==> config.mk <==
export PLATFORM = sky130hd
export DESIGN_NAME = gray_code
export DESIGN_NICKNAME = d
export VERILOG_FILES = /design/src/rtl/gray_code_pkg.sv /design/src/rtl/gray_code_core.sv /design/src/rtl/gray_code.sv
export SDC_FILE = /design/constraint.sdc
export NUM_CORES = 1
export LEC_CHECK = 0
export CAP_MARGIN = 20
export CORE_AREA = 5 5 42 44
export CTS_CLUSTER_SIZE = 20
export DETAILED_ROUTE_END_ITERATION = 8
export DIE_AREA = 0 0 47 49
export DONT_BUFFER_PORTS = 1
export PLACE_DENSITY = 0.41
export REMOVE_ABC_BUFFERS = 1
export SYNTH_ARGS = -nofsm -noshare
export SYNTH_HDL_FRONTEND = slang
export SYNTH_HIERARCHICAL = 1
export SYNTH_SLANG_ARGS = --single-unit
==> constraint.sdc <==
create_clock -name clk -period 1.4 [get_ports clk]
set_input_delay 0.07 -clock clk [delete_from_list [all_inputs] [get_ports clk]]
set_output_delay 0.07 -clock clk [all_outputs]
set_load 0.05 [all_outputs]
==> src/rtl/gray_code_pkg.sv <==
// gray_code_pkg: mode constants and width-agnostic binary/Gray helper functions.
package gray_code_pkg;
  localparam logic GRAY_MODE_B2G = 1'b0;
  localparam logic GRAY_MODE_G2B = 1'b1;
  localparam int MAX_WIDTH = 32;
  // Callers zero-extend narrower words into 32 bits; the unused upper bits stay zero through all three functions.
  function automatic logic [MAX_WIDTH-1:0] bin2gray(input logic [MAX_WIDTH-1:0] b);
    return b ^ (b >> 1);
  endfunction
  function automatic logic [MAX_WIDTH-1:0] gray2bin(input logic [MAX_WIDTH-1:0] g);
    logic [MAX_WIDTH-1:0] b;
    b[MAX_WIDTH-1] = g[MAX_WIDTH-1];
    for (int i = MAX_WIDTH - 2; i >= 0; i--) b[i] = b[i+1] ^ g[i];
    return b;
  endfunction
  function automatic logic [5:0] popcount(input logic [MAX_WIDTH-1:0] v);
    logic [5:0] n;
    n = '0;
    for (int i = 0; i < MAX_WIDTH; i++) n = n + 6'(v[i]);
    return n;
  endfunction
endpackage

==> src/rtl/gray_code_core.sv <==
// gray_code_core: combinational binary<->Gray conversion selected by mode.
module gray_code_core
  import gray_code_pkg::*;
#(
  parameter int WIDTH = 4
) (
  input  logic             mode,
  input  logic [WIDTH-1:0] din,
  output logic [WIDTH-1:0] dout
);
  logic [MAX_WIDTH-1:0] wide;
  assign wide = MAX_WIDTH'(din);
  assign dout = WIDTH'(mode == GRAY_MODE_G2B ? gray2bin(wide) : bin2gray(wide));
endmodule

==> src/rtl/gray_code.sv <==
// gray_code: registered binary<->Gray converter with valid qualifier.
// GRAY_ADJ_CHECK_EN adds adj_err, flagging Gray words that are not exactly one bit from the previous one.
module gray_code
  import gray_code_pkg::*;
#(
  parameter int WIDTH = 4
) (
  input  logic             clk,
  input  logic             rst,
  input  logic             in_valid,
  input  logic             mode,
  input  logic [WIDTH-1:0] din,
  output logic             out_valid,
`ifdef GRAY_ADJ_CHECK_EN
  output logic             adj_err,
`endif
  output logic [WIDTH-1:0] dout
);
  logic [WIDTH-1:0] conv;
  gray_code_core #(.WIDTH(WIDTH)) u_core (.mode(mode), .din(din), .dout(conv));
  always_ff @(posedge clk or posedge rst) begin
    if (rst) begin
      out_valid <= 1'b0;
      dout      <= '0;
    end else begin
      out_valid <= in_valid;
      if (in_valid) dout <= conv;
    end
  end
`ifdef GRAY_ADJ_CHECK_EN
  logic [WIDTH-1:0] hist;
  logic             hist_vld;
  logic [WIDTH-1:0] gray_new;
  assign gray_new = mode == GRAY_MODE_G2B ? din : conv;
  always_ff @(posedge clk or posedge rst) begin
    if (rst) begin
      hist     <= '0;
      hist_vld <= 1'b0;
      adj_err  <= 1'b0;
    end else begin
      adj_err <= in_valid && hist_vld && popcount(MAX_WIDTH'(hist ^ gray_new)) != 6'd1;
      if (in_valid) begin
        hist     <= gray_new;
        hist_vld <= 1'b1;
      end
    end
  end
`endif
endmodule

After elaboration in Yosys (flattened, before gate mapping)
Cells that the tools add are included.
{"block": "totals", "register_bits": 5, "in_bits": 8, "output_inout_bits": 5, "wordCells": 7}
{"block": "op_classes", "bitwise_logic": 4, "muxes": 1}
{"operator": "$mux 4", "n": 1}
{"operator": "$xor 4x3->4", "n": 1}
{"operator": "$xor 1x1->1", "n": 3}

Logic depth before layout (Yosys ltp)
Gate-level depths: netlist of run 1.
{"block": "depth", "word_depth": 4, "mapped_depth": 4, "depth_no_buf": 4}

Cells and area by module
Netlist of run 1, hierarchy kept.
{"module": "gray_code", "instances": 1, "seq_area_each_um2": 125.1, "area_each_um2": 173.9, "cells_per_inst": 10}
{"module": "gray_code_core", "instances": 1, "seq_area_each_um2": 0.0, "area_each_um2": 58.8, "cells_per_inst": 8}

Worst setup path after synthesis of run 1
Ideal clock, no wire load.
{"block": "synth_timing", "path_kind": "register to register", "from": "reg dout[0] (netlist name)", "to": "reg dout[0]", "path_stages_with_launch": 2, "arrival_time_ns": 0.863, "path_slack_ns": 0.412, "setup_ns": 0.125, "cell_sequence": "dfrtp_1 mux2_2"}
{"element": "end signal, assigned", "line": "gray_code.sv:27", "source": "if (in_valid) dout <= conv;"}
{"element": "end, declared", "line": "gray_code.sv:17", "source": "output logic [WIDTH-1:0] dout"}

Worst setup path in the final report of run 1
{"block": "layout_timing", "from": "in in_valid", "to": "reg dout[2]"}
{"element": "start, declared", "line": "gray_code.sv:10", "source": "input logic in_valid,"}
No word-level cell between the ends.

==> metrics, run 1 <==
Num CTS Buffers=3; Area Growth Syn to Fin=42.5%; CP Launch Type=primary input; Max Cap Viol=0; setup bufs post-CTS=0; first-pass GRT wire length=828 µm; worst hold path type=in2reg; GR Overflow Total=0; die area=0.00230 mm²; Buffers & Inverters on Critical Path=1; area of the multi-input gates=96.3 µm²; First DRT Iteration DRCs=0; FF+latch area=125 µm²; met1 Usage GRT=0.0537; Data required, critical path=1.51 ns; RSZ-0062 raised after global routing=no; Worst setup EP type=register; M3 GR Usage=0.0332; clock transition at the registers of the reported paths=0.05 ns; CTS Sinks=5; Die Span Y=49 µm; XOR/XNOR share of the synthesized area=0.188; CP max stage cell=dlygate4sd3_1; multiplexer area fraction after synthesis=0.194; placed insts=37; Starting Density=0.166; Largest stage delay, worst path=0.65 ns; die width=47 µm; DRC violation count after routing=0; CP max FO=5; 1st-pass router iterations=1; post-DP HPWL=400 µm; # rows=14; Slew @ Worst Pin=0.452 ns; vias in the first global route=194; clock latency on the worst-skew pair=0.24 ns; drt wl/cell=10.5 µm; port bufs=0; Overall Global Routing Usage=0.0503; syn_area_per_cell=12.9 µm²; Max Freq=1030 MHz; largest net degree at the start of global routing=6; Hold Violations, Final=0; antenna cells=0; crit path kind=in2reg; htree depth=1; worst IR drop on VDD=0.000385 V; family with the most delay on the worst path=buffers and inverters; post-synthesis sequential area ratio=0.538; drt total wl=463 µm; synthesized cell area=233 µm²; design area=332 µm²; CTS tree=yes; area of the core=0.00140 mm²; Placed Area=275 µm²; crit path DAT=1.08 ns; CP Cell Sequence=dlygate4sd3_1 > mux2_2; # IOs=13; Final Util=0.237; Final TNS setup=0 ns; hold_buf cts=3; root buffer cell=clkbuf_4; Cell variety after synth=7; Post-Synth Adder-Cell Area=0; Compound-Gate Fraction of Synth Area=0; Routed Antenna Nets=0; initial antenna violation count=0; P per Cell Area=1500 mW/mm²; share of cells above drive strength 1=0.393; minimum clock period=0.966 ns; fin cells=44; flip-flop and latch count after synthesis=5; Final Max Tran Viols=0; Vias/cell=3.75; outcome=complete, no violations; clk_skew=0 ns; Synth Area in Simple Gates=0.0323; fillers=161; largest family of logic cells by synthesized area=multiplexers; CTS max path bufs=2; global routing's busiest layer=met2; Setup-failing EPs final=0; Ys Warns=6; worst rel slew slack=0.699; DR vias=165; met2 GRT Util=0.0792; leakage=0.148 nW; post-CTS sizing=0; post-synthesis cell count=18; Nets=37; Final GP Congestion=0.635; period utilisation layout=0.690
==> power breakdown <==
group | switching (mW) | total [mW] | internal (mW)
combinational | 0.0968 | 0.154 | 0.0569
sequential | 0.0161 | 0.182 | 0.166
clock | 0.0546 | 0.162 | 0.107
total | 0.168 | 0.498 | 0.330
==> flip-flops by register name (all words and copies together), names as in the netlist <==
register / count
dout: 4
out_valid: 1
==> synth_stat cells (all sizes together) <==
cell | count | area, µm²
dfrtp | 5 | 125
mux2 | 4 | 45.0
xor2 | 3 | 26.3
nand2 | 2 | 7.51
xnor2 | 2 | 17.5
buf | 1 | 7.51
inv | 1 | 3.75
==> cell usage in the layout, fill, tap and decap left out, drive strengths merged <==
cell type and n:
dlygate4sd3 3, dfrtp 5, inv 1, xnor2 2
mux2 4, clkbuf 4, nand2 2, xor2 3
buf 4
==> cells by family after synthesis <==
logic type    after synthesis
mux                         4
simple gates                2
buf+inv                     2
xor+xnor                    5
flops                       5
==> stage by stage <==
step                hold WS (ns)  power (mW)  setup WS, ns
finish                     0.151       0.498         0.434
global route               0.167       0.523         0.413
CTS                        0.153       0.508         0.424
detailed placement        -0.129       0.333         0.570
global placement          -0.136       0.331         0.552
floorplan                 -0.151       0.290         0.412
==> layout make-up <==
class,count,area share
Tap cell,16,0.0604
Clock buffer,4,0.0792
Sequential cell,5,0.377
Timing Repair Buffer,7,0.181
Multi-Input combinational cell,11,0.291
Inverter,1,0.0113
==> per-layer routing <==
layer,vias up,part of all wire
met1,82,0.32
met2,6,0.59
met5,-,0
li1,77,-
met3,0,0.082
met4,0,0
==> worst paths after layout <==
kind	depth (start not counted)	end	startpoint	slack, ns
max	2	dout[2]	in_valid	0.43
min	3	dout[0]	mode	0.15
max reg2reg	1	dout[2]	dout[2]	0.65
min reg2reg	1	dout[0]	dout[0]	0.51
max in group asynchronous	2	dout[2]	rst	1.06
min in group asynchronous	2	dout[1]	rst	0.17
(Power assumes the default switching activity.)
==> run 2, diff against run 1 <==
--- a/config.mk
+++ b/config.mk
@@ -5,13 +5,14 @@
 export SDC_FILE = /design/constraint.sdc
 export NUM_CORES = 1
 export LEC_CHECK = 0
+export ABC_AREA = 1
 export CAP_MARGIN = 20
 export CORE_AREA = 5 5 42 44
 export CTS_CLUSTER_SIZE = 20
 export DETAILED_ROUTE_END_ITERATION = 8
 export DIE_AREA = 0 0 47 49
 export DONT_BUFFER_PORTS = 1
-export PLACE_DENSITY = 0.41
+export PLACE_DENSITY = 0.45
 export REMOVE_ABC_BUFFERS = 1
 export SYNTH_ARGS = -nofsm -noshare
 export SYNTH_HDL_FRONTEND = slang
==> constraint.sdc (replaced) <==
create_clock -name clk -period 0.9 [get_ports clk]
set_input_delay 0.045 -clock clk [delete_from_list [all_inputs] [get_ports clk]]
set_output_delay 0.045 -clock clk [all_outputs]
set_load 0.05 [all_outputs]
==> run 2 against run 1 <==
  * Clock-buffer cell count did not move
  * Wire length up 26%
  * Clock power rose by 61%
  * Total power increased by 43%
  * Sequential share of layout area decreased by 4.9 points
  * Global-route usage grew 0.98 points
  * Flip-flop and latch count stayed put
  * Critical endpoint is now dout[1]
  * Largest power group is now the clock network
  * Highest routed layer unchanged
==> metrics, run 2 <==
outcome=complete, no violations (unchanged); CTS max path bufs=2 (unchanged); die width=47 µm (unchanged); placed insts=59 (was 37); Max Cap Viol=0 (unchanged); Post-synth top flop=dfrtp_1 (unchanged); # IOs=13 (unchanged); 1st-pass router iterations=2 (was 1); DR vias=255 (was 165); minimum clock period=0.852 ns; Largest register FFs=4 (unchanged); Cell variety after synth=10 (was 7); Final GP Congestion=0.599 (was 0.635); worst rel slew slack=0.840 (was 0.699); Final TNS setup=0 ns (unchanged); Starting Density=0.196 (was 0.166); Synth area leaders=dfrtp_1 (45%), nand2_1 (29%), inv_1 (5.5%), nand3_1 (3.6%), nand3_2 (3.6%) (was dfrtp_1 (54%), mux2_2 (19%), xor2_1 (11%), xnor2_1 (7.5%), buf_4 (3.2%)); worst hold path type=in2reg (unchanged); number of synthesized flops with an enable pin=0 (unchanged); Die Span Y=49 µm (unchanged); crit path DAT=0.81 ns (was 1.08 ns); clock latency on the worst-skew pair=0.24 ns (about the same); top cell type's share of synthesized area=0.455 (was 0.538); antenna cells=0 (unchanged); Num CTS Buffers=3 (unchanged); CTS tree=yes (unchanged); CP max stage cell=dfrtp_1 (was dlygate4sd3_1); post-synthesis sequential area ratio=0.455 (was 0.538); Data required, critical path=0.85 ns (was 1.51 ns); drt wl/cell=8.85 µm (was 10.5 µm); clock transition at the registers of the reported paths=0.05 ns (about the same); Routed Antenna Nets=0 (unchanged); period utilisation layout=0.947; Largest stage delay, worst path=0.37 ns (was 0.65 ns); CP max FO=2 (was 5); crit path kind=reg2out (was in2reg); Setup-failing EPs final=0 (unchanged); root buffer cell=clkbuf_4 (unchanged); First DRT Iteration DRCs=3 (was 0); count leader, synth=nand2_1 (was dfrtp_1); largest area contributor in the netlist=dfrtp_1 (unchanged); Overall Global Routing Usage=0.0601 (was 0.0503); most frequent cells in the layout=nand2_1 (21), dfrtp_1 (5), buf_4 (5) (was dfrtp_1 (5), mux2_2 (4), buf_4 (4)); die area=0.00230 mm² (unchanged); CTS Sinks=5 (unchanged); synthesized cell area=275 µm² (was 233 µm²); biggest registers after layout=dout x4, out_valid x1 (unchanged); DRC violation count after routing=0 (unchanged); Most flops, register=dout (unchanged); port bufs=0 (unchanged); clk_skew=0 ns (unchanged); Buffers & Inverters on Critical Path=1 (unchanged); Final Max Tran Viols=0 (unchanged); most common library cell in the layout ignoring fill and taps=nand2_1 (was dfrtp_1); Hold Violations, Final=0 (unchanged); Stages on worst setup path=1 (was 2); Ys Warns=6 (unchanged); worst IR drop on VDD=0.000406 V (was 0.000385 V); Synth async-reset ratio=1.00 (unchanged); syn_area_per_cell=7.06 µm² (was 12.9 µm²); area of the core=0.00140 mm² (unchanged); htree depth=1 (unchanged); first-pass GRT wire length=972 µm (was 828 µm); Max Freq=1170 MHz; largest net degree at the start of global routing=7 (was 6); Nets=59 (was 37); fillers=177 (was 161); share of cells above drive strength 1=0.220 (was 0.393); flip-flop and latch count after synthesis=5 (unchanged); post-synthesis cell count=39 (was 18); setup bufs post-CTS=0 (unchanged); leakage=0.218 nW (was 0.148 nW); Worst setup EP type=output port (was register); # rows=14 (unchanged); family with the most delay on the worst path=flip-flops (was buffers and inverters); R2R cell count=2 (was 1); CP Cell Sequence=buf_4 (was dlygate4sd3_1 > mux2_2); P per Cell Area=1870 mW/mm² (was 1500 mW/mm²); Area Growth Syn to Fin=38.6% (was 42.5%); drt total wl=584 µm (was 463 µm); commonest cells in the netlist=nand2_1 (21), dfrtp_1 (5), inv_1 (4), inv_2 (2), nand3_1 (2) (was dfrtp_1 (5), mux2_2 (4), xor2_1 (3), nand2_1 (2), xnor2_1 (2)); initial antenna violation count=0 (unchanged); Pwr Total=0.714 mW (was 0.498 mW); vias in the first global route=281 (was 194); CP Launch Type=register (was primary input); hold depth=3 (unchanged); fin cells=66 (was 44); RSZ-0062 raised after global routing=no (unchanged); Vias/cell=3.86 (was 3.75); GR Overflow Total=0 (unchanged); Slew @ Worst Pin=0.239 ns (was 0.452 ns)
==> run 2: cell count changes after synthesis <==
cell / change
nand3b_1: +1
inv_1: +3
nand3_2: +1
nand3_1: +2
inv_2: +2
xor2_1: -3
mux2_2: -4
xnor2_1: -1
o21ai_0: +1
nand2_1: +19
==> run 2: metrics by stage <==
stage | utilization | hold WS [ns] | cell area (µm²) | setup WS, ns
after global routing | 0.272 | 0.0300 | 382 | 0.0216
final | 0.272 | 0.0118 | 382 | 0.0481
after global placement | 0.232 | -0.154 | 325 | 0.227
after floorplan | - | -0.176 | 268 | 0.0675
after detailed placement | 0.232 | -0.152 | 325 | 0.220
after CTS | 0.272 | 0.00823 | 382 | 0.0368
==> run 2: metal layers <==
layer  vias to the layer above  global-route usage  wire length [µm]
li1                        139                   -                 -
met1                       105              0.0622               243
met2                        11              0.0792               269
met3                         0              0.0148                71
met4                         0              0.0829                 0
met5                         -                   0                 0
==> run 2: timing repair <==
action / in CTS / in global routing
resized for setup: 0 / 0
hold buffers: 3 / 0
endpoints found under the hold margin: 10 / 0
==> run 2: area by class of cell <==
type	count	area (µm²)	share of cell area
sequential	5	125	0.328
multi-input combinational	27	120	0.315
timing repair buffer	8	67.6	0.177
clock buffer	4	26.3	0.0689
inverter	6	22.5	0.0590
tap	16	20.0	0.0525
==> run 2: power breakdown <==
| group | internal [mW] | switching [mW] | leakage, nW |
|---|---|---|---|
| Clock | 0.168 | 0.0928 | 0.0150 |
| Sequential | 0.248 | 0.0115 | 0.0610 |
| Combinational | 0.0637 | 0.130 | 0.142 |
| Total | 0.479 | 0.234 | 0.218 |
==> run 2: worst paths after layout <==
kind                       startpoint        end  slack [ns]
setup / recovery              dout[1]    dout[1]        0.05
hold / removal                   mode    dout[1]        0.01
setup reg to reg              dout[3]    dout[3]        0.30
hold reg to reg               dout[2]    dout[2]        0.48
max in group asynchronous         rst    dout[2]        0.58
min in group asynchronous         rst  out_valid        0.14
==> run 2: cell families after synthesis <==
logic type,count (synthesis),synth area share
AND/OR/NAND/NOR,25,0.386
buffers and inverters,7,0.109
flip-flops,5,0.455
AO/OA/AOI/OAI,1,0.0182
XOR/XNOR,1,0.0318
==> run 3, diff against run 2 <==
--- a/config.mk
+++ b/config.mk
@@ -5,15 +5,15 @@
 export SDC_FILE = /design/constraint.sdc
 export NUM_CORES = 1
 export LEC_CHECK = 0
-export ABC_AREA = 1
 export CAP_MARGIN = 20
 export CORE_AREA = 5 5 42 44
 export CTS_CLUSTER_SIZE = 20
 export DETAILED_ROUTE_END_ITERATION = 8
 export DIE_AREA = 0 0 47 49
 export DONT_BUFFER_PORTS = 1
-export PLACE_DENSITY = 0.45
+export PLACE_DENSITY = 0.41
 export REMOVE_ABC_BUFFERS = 1
+export SETUP_SLACK_MARGIN = 0.2
 export SYNTH_ARGS = -nofsm -noshare
 export SYNTH_HDL_FRONTEND = slang
 export SYNTH_HIERARCHICAL = 1
==> run 3 against run 2 <==
  * The run now ends with negative hold slack left
  * Wire length is 21% lower
  * Clock skew stayed put
  * Utilization is 3.1 points lower
  * Critical path depth stayed put
  * Via count is 39% lower
  * Largest power group is now registers
  * Sequential share of layout area is 4.3 points higher
  * Non-clock buffer count is 2 lower
  * Cell area is 11% lower
  * First-iteration DRC count is 67% lower
  * Die area stayed put
==> metrics, run 3 (same netlist as run 1, synthesis figures left out) <==
outcome=finished, violations left (was complete, no violations); failing checks=negative hold slack; hold_buf cts=1 (was 3); period utilisation layout=0.924 (was 0.947); 1st-pass router iterations=2 (unchanged); worst IR drop on VDD=0.000614 V (was 0.000406 V); hold depth=0 (was 3); hold path startpoint=in_valid (was mode); drt wl/cell=10.8 µm (was 8.85 µm); Crit Reg-Reg Startpoint=dout[1] (was dout[3]); share of cells above drive strength 1=0.444 (was 0.220); Largest stage delay, worst path=0.39 ns (was 0.37 ns); # rows=14 (unchanged); htree depth=1 (unchanged); Max Freq=1200 MHz (was 1170 MHz); Slew @ Worst Pin=0.195 ns (was 0.239 ns); vias in the first global route=196 (was 281); Worst setup EP type=output port (unchanged); Max Cap Viol=0 (unchanged); Setup-failing EPs final=0 (unchanged); DRC violation count after routing=0 (unchanged); Starting Density=0.166 (was 0.196); clock latency on the worst-skew pair=0.23 ns (was 0.24 ns); CP max FO=2 (unchanged); met1 Usage GRT=0.0403 (was 0.0622); port bufs=0 (unchanged); P per Cell Area=2360 mW/mm² (was 1870 mW/mm²); DR vias=156 (was 255); largest net degree at the start of global routing=6 (was 7); First DRT Iteration DRCs=1 (was 3); reg-to-reg slack, setup=0.13 ns (was 0.30 ns); RSZ-0062 raised after global routing=yes (was no); global routing's busiest layer=met2 (was met4); # IOs=13 (unchanged); Most flops, register=dout (unchanged); worst rel slew slack=0.870 (was 0.840); M3 GR Usage=0.0443 (was 0.0148); minimum clock period=0.831 ns (was 0.852 ns); Die Span Y=49 µm (unchanged); most frequent cells in the layout=dfrtp_1 (5), buf_6 (5), mux2_2 (4) (was nand2_1 (21), dfrtp_1 (5), buf_4 (5)); Final Max Tran Viols=0 (unchanged); Final GP Congestion=0.632 (was 0.599); Routed Antenna Nets=0 (unchanged); Data required, critical path=0.85 ns (about the same); CP Launch Type=register (unchanged); CTS Sinks=5 (unchanged); initial antenna violation count=0 (unchanged); CP max stage cell=dfrtp_1 (unchanged); Area Growth Syn to Fin=45.2% (was 38.6%); CP Cell Sequence=buf_6 (was buf_4); antenna cells=0 (unchanged); Vias/cell=3.63 (was 3.86); met2 GRT Util=0.0814 (was 0.0792); root buffer cell=clkbuf_4 (unchanged); Overall Global Routing Usage=0.0489 (was 0.0601); die area=0.00230 mm² (unchanged); Buffers & Inverters on Critical Path=1 (unchanged); Nets=36 (was 59); R2R cell count=1 (was 2); dpl ws=0.0791 ns (was 0.220 ns); GR Overflow Total=0 (unchanged); Endpoint, Worst Hold=out_valid (was dout[1]); fillers=157 (was 177); clk_skew=0 ns (unchanged); clock transition at the registers of the reported paths=0.04 ns (was 0.05 ns); family with the most delay on the worst path=flip-flops (unchanged); Largest register FFs=4 (unchanged); slack of the critical path=0.0686 ns (was 0.0481 ns); first-pass GRT wire length=759 µm (was 972 µm); Hold Violations, Final=5 (was 0); die width=47 µm (unchanged); crit path kind=reg2out (unchanged); leakage=0.151 nW (was 0.218 nW); biggest registers after layout=dout x4, out_valid x1 (unchanged); Min Hold Slack=-0.162 ns (was 0.0118 ns); Critical Path Source=dout[1] (unchanged); Worst R2R End=dout[1] (was dout[3]); CTS tree=yes (unchanged); crit path DAT=0.79 ns (was 0.81 ns); Num CTS Buffers=3 (unchanged); worst hold path type=in2reg (unchanged); CTS max path bufs=2 (unchanged); area of the core=0.00140 mm² (unchanged); drt total wl=464 µm (was 584 µm)
[run 3: layout make-up]
class / count / area [µm²] / share of cell area
timing repair buffer: 6 / 66.3 / 0.196
clock buffer: 4 / 26.3 / 0.0778
multi-input combinational: 11 / 96.3 / 0.285
inverter: 1 / 3.75 / 0.0111
tap: 16 / 20.0 / 0.0593
sequential: 5 / 125 / 0.370
[run 3: layer usage]
metal / vias to the layer above / share of wire
met5: - / 0
met4: 0 / 0
met3: 0 / 0.045
met2: 4 / 0.60
met1: 76 / 0.36
li1: 76 / -
[run 3: what timing repair did]
item / 4_1_cts / 5_1_grt
endpoints found under the setup margin: 9 / 9
endpoints found under the hold margin: 10 / 5
gates resized for setup: 5 / 0
buffers inserted: 0 / 0
[run 3: worst max path at each step]
| stage | endpoint | depth (start not counted) |
|---|---|---|
| 3_3_place_gp | dout[0] | 4 |
| 4_1_cts | dout[1] | 1 |
| 2_1_floorplan | dout[3] | 1 |
| 6_report | dout[1] | 1 |
| 3_5_place_dp | dout[0] | 4 |
| 5_1_grt | dout[1] | 1 |
[run 3: power breakdown]
group / switching, mW / internal [mW]
Sequential: 0.0232 / 0.259
Clock: 0.0854 / 0.167
Combinational: 0.155 / 0.106
Total: 0.264 / 0.532
[run 3: metrics by stage]
stage	total power, mW	util	cells	TNS (ns)	area [µm²]
final	0.796	0.241	43	0	338
after global routing	0.841	0.241	43	0	338
after CTS	0.813	0.241	43	0	338
after detailed placement	0.522	0.202	38	0	283
after global placement	0.518	0.202	38	0	283
after floorplan	0.452	-	17	-0.352	225
